`config.mk`:
```
export PLATFORM = sky130hd
export DESIGN_NAME = seq_divider
export DESIGN_NICKNAME = d
export VERILOG_FILES = /design/src/rtl/seq_divider_pkg.sv /design/src/rtl/seq_divider.sv
export SDC_FILE = /design/constraint.sdc
export NUM_CORES = 1
export LEC_CHECK = 0
export ABC_AREA = 1
export CORE_ASPECT_RATIO = 1.5
export CORE_MARGIN = 2
export CORE_UTILIZATION = 45
export DETAILED_ROUTE_END_ITERATION = 10
export PLACE_DENSITY = 0.69
export SETUP_SLACK_MARGIN = 0.02
export SKIP_LAST_GASP = 1
export SLEW_MARGIN = 20
export SYNTH_ARGS = -nofsm -noshare
export SYNTH_HDL_FRONTEND = slang
export SYNTH_SLANG_ARGS = --single-unit
```
`constraint.sdc`:
```
create_clock -name clc -period 3.3 [get_ports clc]
set_clock_uncertainty 0.15 [all_clocks]
set_input_delay 0.66 -clock clc [delete_from_list [all_inputs] [get_ports clc]]
set_output_delay 0.66 -clock clc [all_outputs]
set_load 0.02 [all_outputs]
```
`src/rtl/seq_divider_pkg.sv`:
```
// rtl/seq_divider_pkg.sv - shared widths, FSM states and the restoring step for seq_divider
package parametr;

    localparam int size    = 8;
    localparam int outsize = 2 * size;
    localparam int cnt_w   = $clog2(outsize + 1);

    typedef enum logic [1:0] {
        IDLE = 2'd0,
        CALC = 2'd1,
        DONE = 2'd2
    } state_t;

    typedef struct packed {
        logic            qbit;
        logic [size:0]   rem;
    } step_t;

    // One restoring step: bring in the next dividend bit, keep the difference
    // only when it does not borrow.
    function automatic step_t restore_step(
        input logic [size:0]   rem,
        input logic            din,
        input logic [size-1:0] dvs
    );
        logic [size+1:0] shifted;
        logic [size+1:0] trial;
        step_t           s;
        shifted = {rem, din};
        trial   = shifted - {2'b00, dvs};
        if (!trial[size+1]) begin
            s.rem  = trial[size:0];
            s.qbit = 1'b1;
        end else begin
            s.rem  = shifted[size:0];
            s.qbit = 1'b0;
        end
        return s;
    endfunction

endpackage

```
`src/rtl/seq_divider.sv`:
```
// rtl/seq_divider.sv - sequential unsigned restoring divider, one quotient bit per clock
module seq_divider
    import parametr::*;
(
    input  logic               clc,
    input  logic               rst,
    input  logic               start,
    input  logic [outsize-1:0] dividend,
    input  logic [size-1:0]    divisor,
    output logic               busy,
    output logic               done,
    output logic [outsize-1:0] quotient,
    output logic [size-1:0]    remainder,
    output logic               div_zero
);

    state_t             state;
    logic [cnt_w-1:0]   cnt;
    logic [outsize-1:0] dvd_q;
    logic [size-1:0]    dvs_q;
    logic [size:0]      prem;
    logic               zero_q;
    step_t              st;

    // dvd_q shifts dividend bits out of its MSB while quotient bits enter at the LSB.
    always_comb begin
        st = restore_step(prem, dvd_q[outsize-1], dvs_q);
    end

    always_ff @(posedge clc or negedge rst) begin
        if (!rst) begin
            state     <= IDLE;
            cnt       <= '0;
            dvd_q     <= '0;
            dvs_q     <= '0;
            prem      <= '0;
            zero_q    <= 1'b0;
            busy      <= 1'b0;
            done      <= 1'b0;
            quotient  <= '0;
            remainder <= '0;
            div_zero  <= 1'b0;
        end else begin
            done <= 1'b0;
            case (state)
                IDLE: begin
                    if (start) begin
                        busy  <= 1'b1;
                        state <= CALC;
                        dvd_q <= dividend;
                        prem  <= '0;
                        if (divisor == '0) begin
                            // Zero divisor spends a single CALC cycle so done lands after edge 1.
                            zero_q <= 1'b1;
                            dvs_q  <= '0;
                            cnt    <= cnt_w'(1);
                        end else begin
                            zero_q   <= 1'b0;
                            div_zero <= 1'b0;
                            dvs_q    <= divisor;
                            cnt      <= cnt_w'(outsize);
                        end
                    end
                end
                CALC: begin
                    if (zero_q) begin
                        quotient  <= '1;
                        remainder <= dvd_q[size-1:0];
                        div_zero  <= 1'b1;
                        done      <= 1'b1;
                        cnt       <= '0;
                        state     <= DONE;
                    end else begin
                        dvd_q <= {dvd_q[outsize-2:0], st.qbit};
                        prem  <= st.rem;
                        cnt   <= cnt - cnt_w'(1);
                        if (cnt == cnt_w'(1)) begin
                            quotient  <= {dvd_q[outsize-2:0], st.qbit};
                            remainder <= st.rem[size-1:0];
                            done      <= 1'b1;
                            state     <= DONE;
                        end
                    end
                end
                DONE: begin
                    busy  <= 1'b0;
                    state <= IDLE;
                end
                default: begin
                    busy  <= 1'b0;
                    state <= IDLE;
                end
            endcase
        end
    end

endmodule

```
==> flow_summary_export.csv <==
group,metric,value,unit
routing,drt_wl_total,8488,um
worst_setup_path,critPathLaunchType,"primary input",
logic_synthesis,synthesis.area_per_instance,7.911,um2
cells_and_area,final-seq-area,1702,um2
global_route,grt_usage,0.2175,
clock_network,clock-sinks,68,
logic_synthesis,syn-cell-area,3505,um2
run_status,outcome,"complete, no violations",
worst_setup_path,cell_seen_most_often_among_critical_path_stages,"sky130_fd_sc_hd__nand2_4",
cells_and_area,layout-drive-gt1-share,0.09109,
worst_setup_path,timing_worst_setup_path_type,"primary input to flop",
floorplanning,die_area,8525,um2
timing,timing.final.hold_violations,0,
worst_hold_path,holdCritPathClass,"primary input to asynchronous set/reset pin",
timing,final_report_max_slew_violation_count,0,
timing,worst_slew_pin_slew,0.6087,ns
logic_synthesis,ys.warnings.count,0,
placed_design,place_congestion,0.8840,
cells_and_area,area_used_by_multi_input_combinational_logic,1560,um2
routing,num_vias,3080,
worst_setup_path,timing.critical_path.arrival,2.36,ns
routing,drt-initial-drc-count,187,
worst_setup_path,slowest_stage,"sky130_fd_sc_hd__clkdlybuf4s50_1",
logic_synthesis,synthesis.instances,443,
clock_network,tritoncts,"yes",
timing,rsz0062_at_grt,"no",
logic_synthesis,synth_cell_type_count,28,
global_route,maximum_number_of_pins_on_one_net_before_global_route_repair,34,
worst_setup_path,crit_path_max_fanout,33,
logic_synthesis,yosysSeqAreaShare,0.4855,
routing,viasPerCell,5.074,
routing,route.antenna.remaining_nets,0,
floorplanning,floorplan.core_area,7564,um2
clock_network,inserted_clock_buffers,9,
clock_network,cts_buffer_depth,2,
floorplanning,die-width,76.06,um
global_route,global_route.overflow_total,0,
pwr,power-per-cell-area,1148,nW/um2
clock_network,post_cts.resized_instances,0,
worst_setup_path,rrSetupSlack,1.08,ns
cells_and_area,layoutNonFillerInstCount,607,
routing,remaining_drc_errors,0,
cells_and_area,fill_cells,697,
cells_and_area,layout.cells.most_common_list,"sky130_fd_sc_hd__nand2_1, sky130_fd_sc_hd__dfrtp_1, sky130_fd_sc_hd__clkdlybuf4s50_1",
run,maxcap_viol_count,0,
worst_setup_path,reg2regPathDepth,9,
timing,totalNegativeSetupSlack,0,ns
cells_and_area,design.final.nets,538,
worst_setup_path,critical_path.endpoint_type,"flop",
timing,max_clk_rate,441.2,MHz
timing,post-route-period-util,0.6868,
placed_design,total_placed_cells_including_tap_cells,591,
cells_and_area,synthToLayoutAreaGrowth,27.45,%
cells_and_area,n_antenna_cell,0,
cells_and_area,final_common_cell,"sky130_fd_sc_hd__nand2_1",
logic_synthesis,ffs_latches_synth,68,
worst_setup_path,crit_path_max_incr_delay,0.49,ns
placed_design,numPortBuffers,53,
worst_setup_path,source_of_the_worst_register_to_register_timing_path,"prem[5]$_DFFE_PN0P_",
clock_network,insertion_delay,0.33,ns
clock_network,ctsHoldBuffers,0,
floorplanning,pin_count,54,
routing,routedWlPerCell,13.98,um
clock_network,cts.htree.levels,3,
global_route,grt_first_pass_wirelength,14730,um
floorplanning,num_rows,39,
routing,detail_route.first_pass.iterations,6,
placed_design,place_hpwl,6263,um
global_route,grt_pass1_vias,3193,
clock_network,ctsRootBufferMaster,"sky130_fd_sc_hd__clkbuf_16",
timing,final-setup-viol-count,0,
timing,finalWorstPathRequiredPeriod,2.266,ns
floorplanning,initial_utilization,0.4634,
global_route,antenna_found_initial,0,
clock_network,post-cts-setup-buffers,0,
clock_network,cts.clk_slew.worst_paths,0.06,ns
worst_setup_path,timing.critical_path.required,3.40,ns
timing,slew_headroom,0.5942,
floorplanning,floorplan.die.height,112.1,um
worst_setup_path,worst_r2r_endpoint,"prem[8]$_DFFE_PN0P_",
pwr,power.ir.vdd_worst,500.3,uV
pwr,p_leak,0.002263,uW
worst_setup_path,crit_chain,"clkdlybuf4s50_1 -> nand2_2 -> nand2_4 -> nand2_4 -> inv_2 -> nor2_1 -> a31oi_1",
logic_synthesis,synthesis.nets,481,
==> kinds of logic after synthesis <==
group | count (synthesis) | synth area share
fa+ha+maj | 11 | 0.04141
mux | 1 | 0.003213
simple gates | 222 | 0.2735
compound gates | 77 | 0.1196
xor+xnor | 3 | 0.007499
buf+inv | 61 | 0.06926
flops | 68 | 0.4855
==> per-layer routing <==
layer,part of all wire,vias up,GRT usage
met3,0.042,18,0.04019
li1,-,1545,-
met2,0.53,85,0.3952
met5,0,-,0
met4,0.032,0,0.1055
met1,0.40,1432,0.2448
==> cell usage after synthesis <==
cell | number | area (um2)
sky130_fd_sc_hd__nand3_1 | 33 | 165.2
sky130_fd_sc_hd__nor2_2 | 2 | 12.51
sky130_fd_sc_hd__mux2_2 | 1 | 11.26
sky130_fd_sc_hd__nand2_2 | 4 | 25.02
sky130_fd_sc_hd__buf_2 | 5 | 25.02
sky130_fd_sc_hd__o21ai_1 | 9 | 45.04
sky130_fd_sc_hd__buf_4 | 2 | 15.01
sky130_fd_sc_hd__inv_1 | 42 | 157.7
sky130_fd_sc_hd__clkbuf_1 | 6 | 22.52
sky130_fd_sc_hd__nor2_1 | 36 | 135.1
sky130_fd_sc_hd__fa_1 | 1 | 20.02
sky130_fd_sc_hd__nand3_2 | 2 | 20.02
sky130_fd_sc_hd__a21oi_2 | 2 | 17.52
sky130_fd_sc_hd__nor2_4 | 1 | 11.26
sky130_fd_sc_hd__nand4_2 | 1 | 12.51
sky130_fd_sc_hd__xor2_1 | 3 | 26.28
sky130_fd_sc_hd__nand4_1 | 3 | 18.77
sky130_fd_sc_hd__o211ai_1 | 7 | 52.55
sky130_fd_sc_hd__nand2_4 | 4 | 45.04
sky130_fd_sc_hd__a21oi_1 | 23 | 115.1
sky130_fd_sc_hd__o22ai_1 | 2 | 12.51
sky130_fd_sc_hd__inv_2 | 6 | 22.52
sky130_fd_sc_hd__ha_1 | 10 | 125.1
sky130_fd_sc_hd__a31oi_1 | 5 | 31.28
sky130_fd_sc_hd__dfrtp_1 | 68 | 1702
sky130_fd_sc_hd__nand2_1 | 135 | 506.7
sky130_fd_sc_hd__o21ai_0 | 29 | 145.1
sky130_fd_sc_hd__nor4_1 | 1 | 6.260
==> registers in the layout, indices dropped and copies added, names as in the netlist <==
signal / flops
dvd_q: 16
quotient: 16
prem: 9
dvs_q: 8
remainder: 8
cnt: 5
state: 2
busy: 1
div_zero: 1
done: 1
zero_q: 1
==> worst max-delay path, delay by kind of cell <==
| kind | cells | cell delay, ns |
|---|---|---|
| and+or+nand+nor | 4 | 0.64 |
| AOI/OAI and AO/OA | 1 | 0.17 |
| buffers and inverters | 2 | 0.87 |
==> through the flow <==
stage / setup slack [ns] / hold slack (ns) / total power (uW) / cell area [um2] / utilization
final: 1.034 / 0.1866 / 5130 / 4467 / 0.5906
after global routing: 0.8572 / 0.2438 / 5608 / 4467 / 0.5906
after CTS: 1.017 / 0.2127 / 5158 / 4467 / 0.5906
after detailed placement: 0.7005 / 0.3144 / 4079 / 4140 / 0.5474
after global placement: 0.7598 / 0.3089 / 4022 / 4140 / 0.5474
after floorplan: 1.434 / 0.2144 / 3311 / 3505 / -
==> worst max path at each step <==
stage / from / to / slack [ns] / depth (start not counted)
6_report: start / dvd_q[1]$_DFFE_PN0P_ / 1.03 / 7
5_1_grt: start / dvd_q[10]$_DFFE_PN0P_ / 0.86 / 7
4_1_cts: start / dvd_q[9]$_DFFE_PN0P_ / 1.02 / 7
3_5_place_dp: start / dvd_q[9]$_DFFE_PN0P_ / 0.70 / 7
3_3_place_gp: start / dvd_q[13]$_DFFE_PN0P_ / 0.76 / 7
2_1_floorplan: dvd_q[15]$_DFFE_PN0P_ / remainder[6]$_DFFE_PN0P_ / 1.43 / 14
==> power by group <==
| part | switching, uW | total [uW] | internal, uW |
|---|---|---|---|
| clock network | 359 | 1040 | 681 |
| registers | 212 | 1430 | 1220 |
| logic | 1660 | 2660 | 1000 |
==> area by class of cell <==
class                           count  area share
Clock buffer                       10     0.05350
Sequential cell                    68      0.3810
Multi-Input combinational cell    314      0.3493
Inverter                           48     0.04034
Tap cell                          102     0.02857
Timing Repair Buffer               59      0.1277
Clock inverter                      6     0.01961
Power figures use the tool's default switching activity.
